## src/rtl/flank_detector_pkg.sv

```systemverilog
// Shared types for the flank detector: FSM state encoding, edge selection and
// the Moore output decode.
package flank_detector_pkg;

  typedef enum logic [1:0] {
    ZERO = 2'b00,
    RISE = 2'b01,
    ONE  = 2'b10,
    FALL = 2'b11
  } state_t;

  typedef enum logic [1:0] {
    EDGE_RISE = 2'b00,
    EDGE_FALL = 2'b01,
    EDGE_BOTH = 2'b10
  } edge_mode_t;

  localparam int unsigned MaxSyncStages = 3;

  // Pulse when the FSM sits in a transition state selected by the edge mode.
  function automatic logic pulse_for(input state_t st, input edge_mode_t mode);
    logic pulse;
    pulse = 1'b0;
    case (mode)
      EDGE_RISE: pulse = (st == RISE);
      EDGE_FALL: pulse = (st == FALL);
      EDGE_BOTH: pulse = (st == RISE) || (st == FALL);
      default:   pulse = 1'b0;
    endcase
    return pulse;
  endfunction

endpackage

```

## src/rtl/sync_ff.sv

```systemverilog
// N-stage level synchronizer with synchronous active-low clear; Stages == 0
// passes the input straight through.
module sync_ff #(
  parameter int unsigned Stages = 2
) (
  input  logic clk_i,
  input  logic rst_ni,
  input  logic d_i,
  output logic q_o
);

  if (Stages == 0) begin : g_bypass
    logic unused_clk_rst;
    assign unused_clk_rst = clk_i ^ rst_ni;
    assign q_o = d_i;
  end else begin : g_chain
    logic [Stages-1:0] sync_q;
    logic [Stages-1:0] sync_d;

    // Shift toward the MSB; the MSB is the fully synchronized level.
    always_comb begin
      sync_d = Stages'({sync_q, d_i});
    end

    always_ff @(posedge clk_i) begin
      if (!rst_ni) begin
        sync_q <= '0;
      end else begin
        sync_q <= sync_d;
      end
    end

    assign q_o = sync_q[Stages-1];
  end

endmodule

```

## src/rtl/flank_detector_fsm.sv

```systemverilog
// Moore edge detector: synchronizes a level, tracks it in a four-state FSM and
// emits a registered one-cycle pulse for each selected transition.
module flank_detector_fsm
  import flank_detector_pkg::*;
#(
  parameter int unsigned SYNC_STAGES = 2,
  parameter edge_mode_t  EDGE_MODE   = EDGE_RISE
) (
  input  logic clk,
  input  logic rst,
  input  logic i_signal,
  output logic o_out
);

  logic   s;
  state_t state_q;
  state_t state_d;
  logic   out_q;
  logic   out_d;

  sync_ff #(
    .Stages(SYNC_STAGES)
  ) u_sync (
    .clk_i (clk),
    .rst_ni(rst),
    .d_i   (i_signal),
    .q_o   (s)
  );

  always_comb begin
    state_d = ZERO;
    case (state_q)
      ZERO:    state_d = s ? RISE : ZERO;
      RISE:    state_d = s ? ONE  : FALL;
      ONE:     state_d = s ? ONE  : FALL;
      FALL:    state_d = s ? RISE : ZERO;
      default: state_d = ZERO;
    endcase
  end

  // Output flop tracks the decode of the next state, so it always equals the
  // decode of the state register without any path from i_signal to o_out.
  always_comb begin
    out_d = pulse_for(state_d, EDGE_MODE);
  end

  always_ff @(posedge clk) begin
    if (!rst) begin
      state_q <= ZERO;
      out_q   <= 1'b0;
    end else begin
      state_q <= state_d;
      out_q   <= out_d;
    end
  end

  assign o_out = out_q;

endmodule

```

## config.mk

```make
export PLATFORM = sky130hd
export DESIGN_NAME = flank_detector_fsm
export DESIGN_NICKNAME = d
export VERILOG_FILES = /design/src/rtl/flank_detector_pkg.sv /design/src/rtl/sync_ff.sv /design/src/rtl/flank_detector_fsm.sv
export SDC_FILE = /design/constraint.sdc
export NUM_CORES = 1
export LEC_CHECK = 0
export CAP_MARGIN = 10
export CORE_AREA = 3 3 40 42
export CTS_BUF_LIST = sky130_fd_sc_hd__clkbuf_16
export DETAILED_ROUTE_END_ITERATION = 8
export DIE_AREA = 0 0 43 45
export SYNTH_ARGS = -nofsm -noshare
export SYNTH_HDL_FRONTEND = slang
export SYNTH_SLANG_ARGS = --single-unit
```

## constraint.sdc

```tcl
create_clock -name clk -period 2.5 [get_ports clk]
set_input_delay 0.5 -clock clk [delete_from_list [all_inputs] [get_ports clk]]
set_output_delay 0.5 -clock clk [all_outputs]
set_load 0.02 [all_outputs]
```

==> flow_metrics.env, run 1 <==
export IMPL_fin_tns_setup_ps=0
export IMPL_drive_gt1_share_pct=15.8
export IMPL_cp_required_ps=2000
export IMPL_setup_viol=0
export IMPL_max_freq_mhz=611
export IMPL_antenna_cells=0
export IMPL_clk_latency_ps=220
export IMPL_die_y_um=45
export IMPL_dieArea_um2=1940
export IMPL_hold_viol=0
export IMPL_path_clk_slew_ps=30
export IMPL_async_flop_share_pct=0
export IMPL_cts_buffer_depth=2
export IMPL_die_w_um=43
export IMPL_firstDrtPassIters=2
export IMPL_syn_num_nets=16
export IMPL_relSlewSlack_pct=84.8
export IMPL_cp_arrival_ps=1140
export IMPL_synthFlopType="dfxtp_1"
export IMPL_synth_top_area_share_pct=65.6
export IMPL_rows=13
export IMPL_cp_cell_sequence="clkdlybuf4s50_1"
export IMPL_use_met2_pct=5.69
export IMPL_worstPathMaxFanout=1
export IMPL_cts_tree="done"
export IMPL_hold_start="u_sync.g_chain.sync_q[0]$_SDFF_PN0_"
export IMPL_r2r_start="state_q[1]$_SDFF_PN0_"
export IMPL_nNetsFinal=24
export IMPL_power_static_leakage_nw=0.115
export IMPL_peakVddDrop_mv=0.381
export IMPL_h_tree_depth=1
export IMPL_outcome="finished, final reports clean"
export IMPL_hold_worst_slack_ps=445
export IMPL_finalClockSkew_ps=0.914
export IMPL_r2r_cells=3
export IMPL_io_pins=4
export IMPL_drt_iter0_drc=2
export IMPL_slew_violations=0
export IMPL_drc=0
export IMPL_cts_setup_buffers=0
export IMPL_grt_overflow=0
export IMPL_synth_area_um2=153
export IMPL_r2r_setup_slack_ps=1550
export IMPL_path_class="reg -> out"
export IMPL_cts_root_buf="clkbuf_16"
export IMPL_yosysMostFrequentCell="dfxtp_1"
export IMPL_endpoint_kind="output port"
export IMPL_cts_sinks=5
export IMPL_synth_common_cells="dfxtp_1, and2_1, nor2b_1, ha_1, xnor2_1"
export IMPL_avgSynthCellArea_um2=12.7
export IMPL_worstHoldPathType="reg -> reg"
export IMPL_core_area_um2=1280
export IMPL_slowest_stage="clkdlybuf4s50_1"
export IMPL_top_usage_layer="met4"
export IMPL_fin_crit_ps=1640
export IMPL_first_global_vias=136
export IMPL_cp_start_kind="register"
export IMPL_stdcell_area_um2=280
export IMPL_cts_resized=0
export IMPL_drtAntennaViolNets=0
export IMPL_crit_buf_inv=1
export IMPL_cts_buffers_inserted=3
export IMPL_netlist_top_cells_area="dfxtp_1, and2_1, ha_1"
export IMPL_nFillCells=135
export IMPL_synth_edff_count=0
export IMPL_r2r_end="state_q[0]$_SDFF_PN0_"
export IMPL_whs_path_depth=1
export IMPL_synth_top_cell_by_area="dfxtp_1"
export IMPL_place_area_um2=201
export IMPL_holdPathEnd="u_sync.g_chain.sync_q[1]$_SDFF_PN0_"
export IMPL_vias_per_cell=3.12
export IMPL_synth_cells=12
export IMPL_grtUsageMet1_pct=2.91
export IMPL_period_share_pct=65.5
export IMPL_slowest_delay_ps=600
export IMPL_antenna_found_initial=0
export IMPL_place_gp_congestion=0.542
export IMPL_met3_usage_pct=1.20
export IMPL_power_density_nw_per_um2=1350
export IMPL_start_util_pct=11.9
export IMPL_globalRouteTotalUtil_pct=4.34
export IMPL_ys_seq_area_share_pct=65.6
export IMPL_drv_cap=0
export IMPL_ys_types=5
export IMPL_grt_start_max_net_pins=6
export IMPL_drt_wl_total_um=267
export IMPL_path_delay_family="buffers and inverters"
export IMPL_io_buffers=3
export IMPL_synth_warnings=0
export IMPL_ctsHoldBuffers=0
export IMPL_avgRoutedWirePerCell_um=7.85
export IMPL_grt_setup_unrepaired="no"
export IMPL_grt_pass1_wl_um=483
export IMPL_ys_ff_latch=5
export IMPL_num_vias=106
export IMPL_tightestPinTransition_ps=227
export IMPL_syn_to_final_growth_pct=83.6
==> through the flow <==
step,total power [mW],util (%),instances,worst slack (ps)
floorplan,0.114,-,12,1600
global placement,0.121,15.7,30,1110
detailed placement,0.126,15.7,30,1090
CTS,0.386,21.8,34,847
global route,0.394,21.8,34,844
finish,0.378,21.8,34,864
==> per-layer routing <==
metal,routed length (µm),share of wire [%]
met5,0,0
met4,34,13
met3,26,9.7
met2,129,48
met1,78,29
==> cell usage in the layout, fill, tap and decap left out, drive strengths merged <==
cell           netlist  layout
clkbuf               0       3
xnor2                1       1
and2                 3       3
inv                  0       1
clkdlybuf4s50        0       3
dfxtp                5       5
nor2b                2       2
ha                   1       1
==> layout make-up <==
class,instances,area (µm²),share of cell area (%)
Sequential cell,5,100,35.7
Clock buffer,3,75.1,26.8
Multi-Input combinational cell,7,52.6,18.7
Timing Repair Buffer,3,30.0,10.7
Tap cell,15,18.8,6.70
Clock inverter,1,3.75,1.34
==> state kept, by name, summed over array words and instances (netlist names) <==
signal and flops:
o_out 1, u_sync.g_chain.sync_q 2, state_q 2
==> worst max path at each step <==
stage	startpoint	end	slack, ps	cells past startpoint
3_5_place_dp	o_out$_SDFF_PN0_	o_out	1090	1
5_1_grt	o_out$_SDFF_PN0_	o_out	840	1
3_3_place_gp	o_out$_SDFF_PN0_	o_out	1110	1
4_1_cts	o_out$_SDFF_PN0_	o_out	850	1
6_report	o_out$_SDFF_PN0_	o_out	860	1
2_1_floorplan	o_out$_SDFF_PN0_	o_out	1600	0
==> kinds of logic (layout without fill, tap and decap cells) <==
kind of cell / after synthesis / count (layout) / synth area share [%]
and+or+nand+nor: 5 / 5 / 20.5
DFF: 5 / 5 / 65.6
buffers and inverters: 0 / 7 / 0
xor gates and xnor gates: 1 / 1 / 5.74
adders and majority gates: 1 / 1 / 8.20
==> report_power, final <==
part           switching, mW  internal, mW  total (mW)
logic                 0.0120        0.0156      0.0276
registers            0.00408        0.0912      0.0953
clock network         0.0481         0.207       0.255
total                 0.0642         0.313       0.378
No activity file was read; power rests on OpenSTA's default activity.
==> inputs of run 2 (changes only) <==
==> constraint.sdc (replaced) <==
create_clock -name clk -period 1.4 [get_ports clk]
set_input_delay 0.28 -clock clk [delete_from_list [all_inputs] [get_ports clk]]
set_output_delay 0.28 -clock clk [all_outputs]
set_load 0.02 [all_outputs]
==> run 2 against run 1 <==
Effect of this change:
- utilization fell by 0.097 points
- combinational power rose by 86%
- register-to-register slack lost 1200 ps
- hold slack worse by 4.6 ps
- highest routed layer unchanged
- largest power group unchanged
- sequential cell count unchanged
- sequential power is 77% higher
- clock power increased by 79%
- critical endpoint unchanged
==> flow_metrics.env, run 2 (synthesized netlist as in run 1, its figures left out) <==
export IMPL_die_w_um=43
export IMPL_finalClockSkew_ps=2.39
export IMPL_firstDrtPassIters=1
export IMPL_io_buffers=3
export IMPL_slowest_delay_ps=330
export IMPL_cts_buffer_depth=2
export IMPL_die_y_um=45
export IMPL_endpoint_kind="output port"
export IMPL_cp_required_ps=1120
export IMPL_cts_tree="done"
export IMPL_drt_wl_total_um=305
export IMPL_crit_buf_inv=1
export IMPL_drv_cap=0
export IMPL_core_area_um2=1280
export IMPL_outcome="finished, final reports clean"
export IMPL_peakVddDrop_mv=0.783
export IMPL_crit_start="o_out$_SDFF_PN0_"
export IMPL_num_vias=105
export IMPL_power_density_nw_per_um2=2430
export IMPL_drc=0
export IMPL_drtAntennaViolNets=0
export IMPL_r2r_start="state_q[1]$_SDFF_PN0_"
export IMPL_cts_root_buf="clkbuf_16"
export IMPL_ctsHoldBuffers=0
export IMPL_worstHoldPathType="reg -> reg"
export IMPL_start_util_pct=11.9
export IMPL_path_class="reg -> out"
export IMPL_dieArea_um2=1940
export IMPL_max_freq_mhz=886
export IMPL_place_area_um2=201
export IMPL_avgRoutedWirePerCell_um=8.97
export IMPL_fin_crit_ps=1130
export IMPL_grt_overflow=0
export IMPL_grt_pass1_wl_um=558
export IMPL_fin_tns_setup_ps=0
export IMPL_hold_viol=0
export IMPL_setup_viol=0
export IMPL_h_tree_depth=1
export IMPL_final_cell_mix="dfxtp_1, and2_1, clkbuf_16, nor2b_1, clkdlybuf4s50_1"
export IMPL_cp_cell_sequence="dlygate4sd2_1"
export IMPL_first_global_vias=137
export IMPL_globalRouteTotalUtil_pct=4.82
export IMPL_vias_per_cell=3.09
export IMPL_drt_iter0_drc=0
export IMPL_clk_latency_ps=230
export IMPL_io_pins=4
export IMPL_tightestPinTransition_ps=243
export IMPL_cts_sinks=5
export IMPL_path_delay_family="buffers and inverters"
export IMPL_nNetsFinal=24
export IMPL_cts_buffers_inserted=3
export IMPL_slew_violations=0
export IMPL_worstPathMaxFanout=1
export IMPL_grt_setup_unrepaired="no"
export IMPL_hold_start="u_sync.g_chain.sync_q[0]$_SDFF_PN0_"
export IMPL_power_static_leakage_nw=0.120
export IMPL_grt_start_max_net_pins=6
export IMPL_antenna_found_initial=0
export IMPL_drive_gt1_share_pct=15.8
export IMPL_hold_worst_slack_ps=440
export IMPL_slowest_stage="dlygate4sd2_1"
export IMPL_stdcell_area_um2=279
export IMPL_path_clk_slew_ps=30
export IMPL_layout_commonest_cell="dfxtp_1"
export IMPL_cp_arrival_ps=850
export IMPL_period_share_pct=80.6
export IMPL_rows=13
export IMPL_antenna_cells=0
export IMPL_cp_start_kind="register"
export IMPL_nFillCells=144
export IMPL_place_gp_congestion=0.547
export IMPL_relSlewSlack_pct=83.7
export IMPL_syn_to_final_growth_pct=82.8
## run 2: final timing paths
check	endpoint	slack (ps)	depth (start not counted)
max	o_out	270	1
min	u_sync.g_chain.sync_q[1]$_SDFF_PN0_	440	1
max reg2reg	state_q[0]$_SDFF_PN0_	400	3
min reg2reg	u_sync.g_chain.sync_q[1]$_SDFF_PN0_	440	1
## run 2: layer usage
layer | routed length [µm] | global-route usage [%] | vias up
met1 | 74 | 2.88 | 46
met3 | 40 | 3.98 | 2
li1 | - | - | 50
met4 | 18 | 5.42 | 0
met5 | 0 | 0 | -
met2 | 172 | 8.08 | 7
## run 2: where the power goes
group          switching, mW  leakage, nW  internal [mW]
clock network         0.0882       0.0423          0.369
logic                 0.0253       0.0366         0.0259
registers            0.00662       0.0411          0.163
total                  0.120        0.120          0.558
## run 2: stage by stage
step / power, mW / worst slack, ps / util (%) / cells
6_report: 0.678 / 271 / 21.7 / 34
5_1_grt: 0.707 / 244 / 21.7 / 34
4_1_cts: 0.687 / 256 / 21.7 / 34
3_5_place_dp: 0.225 / 224 / 15.7 / 30
3_3_place_gp: 0.217 / 222 / 15.7 / 30
2_1_floorplan: 0.203 / 534 / - / 12
## run 2: layout make-up
type / count / area (µm²) / share of cell area (%)
Sequential cell: 5 / 100 / 35.9
Clock buffer: 3 / 75.1 / 26.9
Multi-Input combinational cell: 7 / 52.6 / 18.8
Timing Repair Buffer: 3 / 28.8 / 10.3
Tap cell: 15 / 18.8 / 6.73
Clock inverter: 1 / 3.75 / 1.35
## run 2: worst reg2reg max path, stage by stage, from the launching register on
cell and delay [ps]:
dfxtp_1 290, xnor2_1 240, ha_1 280, nor2b_1 120
## run 2: what timing repair did
action / CTS / global route
buffers inserted: 0 / 0
gates resized for setup: 1 / 0
endpoints found under the setup margin: 1 / 0
